**config.mk**
```make
export PLATFORM = sky130hd
export DESIGN_NAME = x_200_operand_loader
export DESIGN_NICKNAME = d
export VERILOG_FILES = /design/src/rtl/x_200_operand_loader.sv
export SDC_FILE = /design/constraint.sdc
export NUM_CORES = 1
export LEC_CHECK = 0
export BUFFER_PORTS_ARGS = -buffer_cell sky130_fd_sc_hd__buf_2
export CAP_MARGIN = 20
export CORE_ASPECT_RATIO = 1.2
export CORE_MARGIN = 4
export CORE_UTILIZATION = 25
export CTS_BUF_LIST = sky130_fd_sc_hd__clkbuf_8
export CTS_CLUSTER_SIZE = 28
export DETAILED_ROUTE_END_ITERATION = 12
export PLACE_DENSITY = 0.53
export SKIP_LAST_GASP = 1
export SLEW_MARGIN = 10
export SYNTH_ARGS = -nofsm -noshare
export SYNTH_HDL_FRONTEND = slang
export SYNTH_SLANG_ARGS = --single-unit
```
**constraint.sdc**
```tcl
create_clock -name clk -period 3.5 [get_ports clk]
set_clock_uncertainty 0.2 [all_clocks]
set_input_delay 0.7 -clock clk [delete_from_list [all_inputs] [get_ports clk]]
set_output_delay 0.7 -clock clk [all_outputs]
set_load 0.01 [all_outputs]
```
**src/rtl/x_200_operand_loader.sv**
```systemverilog
// rtl/x_200_operand_loader.sv - word-serial loader that assembles a 200-bit operand for the mod-53 reducer
module x_200_operand_loader #(
   parameter int X_WIDTH = 200,
   parameter int WORD_W  = 32
) (
   input  logic              clk,
   input  logic              rst_n,
   input  logic [WORD_W-1:0] in_data,
   input  logic              in_valid,
   input  logic              in_last,
   output logic              in_ready,
   output logic [X_WIDTH:1]  X,
   output logic              x_valid,
   input  logic              x_ready,
   output logic              err_len
);
   localparam int BEATS  = (X_WIDTH + WORD_W - 1) / WORD_W;
   localparam int BEAT_W = (BEATS > 1) ? $clog2(BEATS) : 1;
   localparam int SH_W   = $clog2(BEATS * WORD_W);
   localparam logic [BEAT_W-1:0] LAST_BEAT = BEAT_W'(BEATS - 1);

   typedef enum logic [1:0] {
      COLLECT,
      FULL,
      DRAIN
   } state_t;

   state_t            state_q, state_d;
   logic [BEAT_W-1:0] beat_cnt_q, beat_cnt_d;
   logic [X_WIDTH:1]  x_q, x_d;
   logic              in_ready_q, in_ready_d;
   logic              err_len_q, err_len_d;

   logic              word_acc;
   logic [SH_W-1:0]   shamt;
   logic [X_WIDTH:1]  word_ext;
   logic [X_WIDTH:1]  word_pos;
   logic [X_WIDTH:1]  word_mask;

   assign word_acc = in_valid & in_ready_q;

   // Shifting into an X_WIDTH vector drops the bits of the last beat that lie above X.
   assign shamt     = SH_W'(beat_cnt_q) * SH_W'(WORD_W);
   assign word_ext  = X_WIDTH'(in_data);
   assign word_pos  = word_ext << shamt;
   assign word_mask = X_WIDTH'({WORD_W{1'b1}}) << shamt;

   always_comb begin
      state_d    = state_q;
      beat_cnt_d = beat_cnt_q;
      x_d        = x_q;
      err_len_d  = 1'b0;
      unique case (state_q)
         COLLECT: begin
            if (word_acc) begin
               // Beat 0 overwrites everything so a short operand is zero-extended.
               if (beat_cnt_q == '0) begin
                  x_d = word_pos;
               end else begin
                  x_d = (x_q & ~word_mask) | word_pos;
               end
               if (in_last) begin
                  state_d    = FULL;
                  beat_cnt_d = '0;
               end else if (beat_cnt_q == LAST_BEAT) begin
                  state_d    = DRAIN;
                  beat_cnt_d = '0;
                  err_len_d  = 1'b1;
               end else begin
                  beat_cnt_d = beat_cnt_q + BEAT_W'(1);
               end
            end
         end
         FULL: begin
            if (x_ready) begin
               state_d = COLLECT;
            end
         end
         DRAIN: begin
            if (word_acc && in_last) begin
               state_d = FULL;
            end
         end
         default: begin
            state_d = COLLECT;
         end
      endcase
      in_ready_d = (state_d != FULL);
   end

   always_ff @(posedge clk or negedge rst_n) begin
      if (!rst_n) begin
         state_q    <= COLLECT;
         beat_cnt_q <= '0;
         x_q        <= '0;
         in_ready_q <= 1'b0;
         err_len_q  <= 1'b0;
      end else begin
         state_q    <= state_d;
         beat_cnt_q <= beat_cnt_d;
         x_q        <= x_d;
         in_ready_q <= in_ready_d;
         err_len_q  <= err_len_d;
      end
   end

   assign in_ready = in_ready_q;
   assign X        = x_q;
   assign x_valid  = (state_q == FULL);
   assign err_len  = err_len_q;

endmodule

```
# Yosys cells after proc, flatten, opt, wreduce, memory -nomap -nowiden
# Index checks and enable logic that the tools add are counted.
# op_classes
add_sub_neg,1
eq_ne,4
n_shift,2
mux,13
bitwise_logic,4
reduce_logical,4
# op_table
operator,n
$and A200 B200 Y200,1
$mux W200,1
$not A200 Y200,1
$or A200 B200 Y200,1
$shl A32 B8 Y200,1
$shl A32 B8 Y200 const A,1
$mux W2,5
$mux W3,2
$pmux W2 S3,1
$mux W1,4
$add A3 B1 Y3 const B,1
$eq A3 B3 Y1 const B,1
$logic_not A3 Y1,1
$eq A2 B1 Y1 const B,1
$eq A2 B2 Y1 const B,1
$logic_not A2 Y1,1
$ne A2 B1 Y1 const B,1
$reduce_and A2 Y1,1
$and A1 B1 Y1,1
$logic_and A1 B1 Y1,1
# word_totals
regBits,207
inputBits,37
out_inout_bits,203
elab_cells,33

# Logic depth before layout (Yosys ltp)
# Gate-level depths: netlist of run 1.
# logic_depth
ltp_word,6
depth_mapped,6
mapped_depth_nobuf,4

# Worst setup path after synthesis of run 1
# Ideal clock, no wire load.
# synth_path
kind,in2reg
startpoint,in in_valid
endpoint,reg x_q (netlist bit X[131])
setup_time_ns,0.125
arrival_ns,1.807
t_required_ns,3.175
slack_ns,1.368
cell_stages,6
path_buffers,3
path_cell_list,nand4bb_1 -> buf_2 -> or3_1 -> buf_2 -> buf_6 -> mux2_4
# synth_via
elab_chain_len,2
# synth_lines
element,line,source
"start, declared",9,"input logic in_valid,"
$and A1 B1 Y1,40,assign word_acc = in_valid & in_ready_q;
$reduce_and A2 Y1 (no line),n/a,
"end signal, assigned",95,x_q <= '0;
"end signal, assigned",101,x_q <= x_d;
"end, declared",30,"logic [X_WIDTH:1] x_q, x_d;"
# Every way passes these cells.
# A chain may end at the register's enable or synchronous reset.

# Worst setup path in the final report of run 1
# layout_path
startpoint,reg state_q[0]
endpoint,reg x_q (netlist bit X[142])
# layout_via
elab_chain_len,2
# layout_lines
element,line,source
"start, declared",28,"state_t state_q, state_d;"
"start signal, assigned",99,state_q <= state_d;
$logic_not A2 Y1,53,unique case (state_q)
$reduce_and A2 Y1 (no line),n/a,
# Every way passes these cells.

==> flow_summary.toml, run 1 <==
[cells_and_area]
final_nets = 1038
antenna_cells = 0
seqCellArea_um2 = 5180
drive_above_1_share = 0.357
nFillCells = 3526
multi_input_area_um2 = 3000
final_common_cell = "buf_2"
design_area_um2 = 11100
instances_no_fill = 1479
most-common-layout-cells = "buf_2, dfrtp_1, nand2_1, inv_1, o21ai_0"
area_growth_syn_to_layout_pct = 28.3

[clocking]
clkLatencyLatePin_ps = 540
ctsResizeCount = 0
clk_path_buf_depth = 3
path_clk_slew_ps = 60
cts.htree.levels = 2
tritoncts = "built"
cts_buffers = 38
cts-root-buf = "clkbuf_8"
clock-sinks = 207

[yosys]
synth_edf_count = 0
yosysWarnings = 0
synthesis.nets = 806
async_reset_ff_frac = 1.00
syn-instance-count = 768
synth-main-ff-cell = "dfrtp_1"
ys_seq_area_frac = 0.598
syn_avg_cell_area_um2 = 11.3
synth_cell_type_count = 36
synth-seq-cells = 207
syn_area_um2 = 8660

[global_routing]
grt_start_max_net_pins = 67
use_met2 = 0.261
grt_use_met1 = 0.206
grt_overflow = 0
grt.met3_usage = 0.0354
busiest_layer = "met2"
grt_pass1_vias = 6951
antenna_found_initial = 0
grt_usage = 0.159
grt_pass1_wl_um = 45600

[setup_path]
path_max_fanout = 21
worstPathRequired_ps = 3710
critPathSlowestCell = "or3_2"
crit_type = "reg2reg"
cp-end-kind = "flip-flop"
arrival_ps = 2710
cpPeakStageDelay_ps = 840
start_kind = "flip-flop"
crit_chain = "nand4bb_4 -> or3_2 -> buf_4 -> mux2i_1"

[pwr]
ir_worst_vdd_v = 0.000320
power_density_nw_per_um2 = 822
leakage_nw = 5.94

[timing]
totalNegativeSetupSlack_ps = 0
finalSetupViolCount = 0
finalCriticalPeriod_ps = 2500
slew_violations = 0
slew_headroom = 0.385
fmax_mhz = 400
finalCritPeriodShare = 0.715
holdWs_ps = 231
hold_viol = 0
rsz0062_at_grt = "no"
tightest_slew_ps = 921

[placed_design]
dp_cells = 1414
placed_cell_area_um2 = 10400
dp_hpwl_um = 20300
port_buffers = 239
gp_congestion = 0.764

[floorplan]
row_count = 74
io_pins = 240
initial_core_util = 0.254
die_w_um = 178
die_area_um2 = 37700
core_area_um2 = 34200
fp.dieH_um = 212

[routing]
drt_wl_total_um = 30200
wl_per_cell_um = 20.4
vias = 6831
drt_first_pass_iters = 5
route.detailed.drc = 0
routed_via_density = 4.62
first_iter_violations = 486
ant_nets = 0

[hold_path]
worstHoldPathType = "in2reg"

[run]
drv_cap = 0

[run_status]
status = "complete, no violations"
==> where the power goes <==
part           internal [W]  total (W)  switching (W)
registers           0.00316    0.00362       0.000462
logic               0.00132    0.00336        0.00205
clock network       0.00112    0.00215        0.00103
total               0.00560    0.00914        0.00354
==> worst max-delay path, delay by kind of cell (launching register included) <==
family / cells / cell delay (ps)
and+or+nand+nor: 2 / 1210
DFF: 1 / 450
buffers and inverters: 1 / 360
muxes: 1 / 150
==> routing by layer <==
metal / wire [um] / up-vias
li1: - / 3124
met1: 12900 / 3423
met2: 14700 / 235
met3: 1830 / 49
met4: 892 / 0
met5: 0 / -
==> cell usage after synthesis (8+ instances only) <==
| cell | count | area share |
|---|---|---|
| dfrtp_1 | 207 | 0.60 |
| nand2_1 | 113 | 0.049 |
| o21ai_0 | 74 | 0.043 |
| inv_1 | 67 | 0.029 |
| mux2i_1 | 56 | 0.065 |
| clkbuf_1 | 47 | 0.020 |
| a22o_1 | 34 | 0.034 |
| mux2_2 | 34 | 0.044 |
| nand4_1 | 24 | 0.017 |
| o41ai_1 | 24 | 0.024 |
| buf_2 | 19 | 0.011 |
| and2_1 | 9 | 0.0065 |
| a21o_1 | 8 | 0.0069 |
| a32o_1 | 8 | 0.0092 |
| a32oi_1 | 8 | 0.0081 |
==> stage by stage <==
step                utilization  power [W]  setup WS (ps)
detailed placement        0.304    0.00708            727
global placement          0.304    0.00700            767
CTS                       0.325    0.00930            863
finish                    0.325    0.00914            998
global route              0.325    0.00978            880
floorplan                     -    0.00547           1370
==> flip-flops by register name, summed over array words and instances, names as in the netlist <==
signal      flops
beat_cnt_q      3
state_q         2
err_len         1
X             200
in_ready        1
==> path summary, 6_finish.rpt <==
check | from | to | slack, ps | depth (start not counted)
setup / recovery | state_q[0] | X[142] | 1000 | 4
min in group asynchronous | rst_n | X[130] | 480 | 2
hold reg to reg | X[102] | X[102] | 290 | 1
setup reg to reg | state_q[0] | X[142] | 1000 | 4
max in group asynchronous | rst_n | X[96] | 1810 | 3
hold / removal | x_ready | in_ready | 230 | 2
==> cells by family (layout without fill, tap and decap cells) <==
| logic type | count (synthesis) | count (layout) | synth area share |
|---|---|---|---|
| AOI/OAI and AO/OA | 161 | 161 | 0.130 |
| adders and majority gates | 1 | 1 | 0.00144 |
| buffers and inverters | 136 | 391 | 0.0630 |
| DFF | 207 | 207 | 0.598 |
| muxes | 96 | 96 | 0.119 |
| and+or+nand+nor | 167 | 167 | 0.0884 |
==> area by class of cell <==
type	instances	area share
multi-input combinational	425	0.270
clock inverter	20	0.00810
clock buffer	43	0.0532
sequential	207	0.466
tap	456	0.0513
inverter	67	0.0226
timing repair buffer	261	0.129
==> repair_timing <==
item	in CTS	in global routing
hold buffers	1	0
setup buffers	0	0
setup endpoints to repair	0	0
endpoints found under the hold margin	58	0
Note: power is estimated with default switching activity, not from simulation.
==> run 2, diff against run 1 <==
--- a/config.mk
+++ b/config.mk
@@ -5,6 +5,7 @@
 export SDC_FILE = /design/constraint.sdc
 export NUM_CORES = 1
 export LEC_CHECK = 0
+export ABC_AREA = 1
 export BUFFER_PORTS_ARGS = -buffer_cell sky130_fd_sc_hd__buf_2
 export CAP_MARGIN = 20
 export CORE_ASPECT_RATIO = 1.2
@@ -13,7 +14,7 @@
 export CTS_BUF_LIST = sky130_fd_sc_hd__clkbuf_8
 export CTS_CLUSTER_SIZE = 28
 export DETAILED_ROUTE_END_ITERATION = 12
-export PLACE_DENSITY = 0.53
+export PLACE_DENSITY = 0.52
 export SKIP_LAST_GASP = 1
 export SLEW_MARGIN = 10
 export SYNTH_ARGS = -nofsm -noshare
==> constraint.sdc (replaced) <==
create_clock -name clk -period 2.5 [get_ports clk]
set_clock_uncertainty 0.2 [all_clocks]
set_input_delay 0.5 -clock clk [delete_from_list [all_inputs] [get_ports clk]]
set_output_delay 0.5 -clock clk [all_outputs]
set_load 0.01 [all_outputs]
==> flow_summary.toml, run 2 <==
[yosys]
synth_top_area_share = 0.524
syn-instance-count = 1336
synthesis.nets = 1374
yosysTopAreaCell = "dfrtp_1"
synth_edf_count = 0
ys_seq_area_frac = 0.524
syn_avg_cell_area_um2 = 7.41
synth-seq-cells = 207
yosysMostFrequentCell = "nand2_1"
synth_cell_type_count = 23
yosysWarnings = 0
ys_top_cells_by_area = "dfrtp_1, nand2_1, o21ai_0"
synth-main-ff-cell = "dfrtp_1"
ys_top_cells_by_count = "nand2_1, dfrtp_1, o21ai_0"
syn_area_um2 = 9890
async_reset_ff_frac = 1.00

[clocking]
ctsResizeCount = 0
post_cts_buffers = 0
clkLatencyLatePin_ps = 540
clock-sinks = 207
clk_path_buf_depth = 3
tritoncts = "built"
path_clk_slew_ps = 60
cts-root-buf = "clkbuf_8"
cts.htree.levels = 2
postCtsHoldBufs = 2
cts_buffers = 41

[run_status]
status = "complete, no violations"

[global_routing]
grt_overflow = 0
grt_pass1_wl_um = 55900
grt_pass1_vias = 9272
antenna_found_initial = 0
grt_usage = 0.166
grt_start_max_net_pins = 69

[floorplan]
fp.dieH_um = 226
row_count = 79
die_area_um2 = 42800
core_area_um2 = 38900
io_pins = 240
die_w_um = 190
initial_core_util = 0.254

[pwr]
power_density_nw_per_um2 = 1010
ir_worst_vdd_v = 0.000372
leakage_nw = 7.38

[cells_and_area]
drive_above_1_share = 0.219
area_growth_syn_to_layout_pct = 27.6
nFillCells = 4284
most-common-layout-cells = "nand2_1, buf_2, dfrtp_1, o21ai_0"
fin_util = 0.324
final_nets = 1602
multi_input_area_um2 = 4010
final_common_cell = "nand2_1"
largest_reg_flops = 200
instances_no_fill = 2120
seqCellArea_um2 = 5180

[timing]
slew_violations = 0
fmax_mhz = 489
finalCriticalPeriod_ps = 2040
hold_viol = 0
finalSetupViolCount = 0
slew_headroom = 0.554
rsz0062_at_grt = "no"
finalCritPeriodShare = 0.817
totalNegativeSetupSlack_ps = 0
tightest_slew_ps = 670

[hold_path]
worstHoldPathType = "in2reg"

[routing]
route.detailed.drc = 0
ant_nets = 0
wl_per_cell_um = 17.3
drt_first_pass_iters = 5
first_iter_violations = 575
vias = 9457
routed_via_density = 4.46
drt_wl_total_um = 36700

[placed_design]
dp_hpwl_um = 24700
port_buffers = 239
gp_congestion = 0.758
dp_cells = 2045

[setup_path]
cp-end-kind = "flip-flop"
start_kind = "flip-flop"
crit_type = "reg2reg"
path_max_fanout = 32
arrival_ps = 2320
worstPathRequired_ps = 2780

[run]
drv_cap = 0
[run 2: final timing paths]
check                                   start  endpoint  slack, ps  cells past startpoint
worst min register to register          X[18]     X[18]        270                      2
max in group asynchronous               rst_n    X[200]       1070                      3
min in group asynchronous               rst_n     X[19]        320                      2
worst max-delay path            beat_cnt_q[2]    X[132]        460                      6
worst min-delay path                  x_ready  in_ready        120                      3
worst max register to register  beat_cnt_q[2]    X[132]        460                      6
[run 2: area by class of cell]
cell class | count | share of cell area
inverters | 76 | 0.0228
well taps | 526 | 0.0521
diodes | 1 | 0.000198
multi-input cells | 965 | 0.318
flip-flops and latches | 207 | 0.410
repair buffers | 273 | 0.125
clock inverters | 22 | 0.0174
clock buffers | 50 | 0.0545
[run 2: report_power, final]
| part | leakage (nW) | switching (W) | internal (W) |
|---|---|---|---|
| registers | 2.80 | 0.000532 | 0.00413 |
| clock network | 0.513 | 0.00156 | 0.00232 |
| logic | 4.06 | 0.00281 | 0.00137 |
[run 2: metrics by stage]
| step | cell area (um2) | hold slack, ps | worst slack (ps) | power, W |
|---|---|---|---|---|
| after CTS | 12600 | 72.5 | 454 | 0.0130 |
| after detailed placement | 11700 | 260 | 438 | 0.00902 |
| final | 12600 | 122 | 457 | 0.0127 |
| after floorplan | 9890 | 4.41 | 485 | 0.00708 |
| after global placement | 11700 | 254 | 391 | 0.00895 |
| after global routing | 12600 | 115 | 347 | 0.0136 |
[run 2: worst max-delay path, stage by stage (launching register included)]
cell	delay (ps)
dfrtp_2	660
inv_2	140
buf_4	230
nor2_4	110
buf_4	410
nand2_1	110
nand2_1	90
[run 2: logic make-up after synthesis]
family / synth area share
and+or+nand+nor: 0.332
buffers and inverters: 0.0732
DFF: 0.524
adders and majority gates: 0.00126
AOI/OAI and AO/OA: 0.0698
[run 2: metal layers]
metal | routed length (um) | track usage | vias up
met2 | 17400 | 0.271 | 291
met1 | 15800 | 0.216 | 4480
met3 | 2300 | 0.0408 | 79
li1 | - | - | 4607
met5 | 0 | 0 | -
met4 | 1170 | 0.0600 | 0
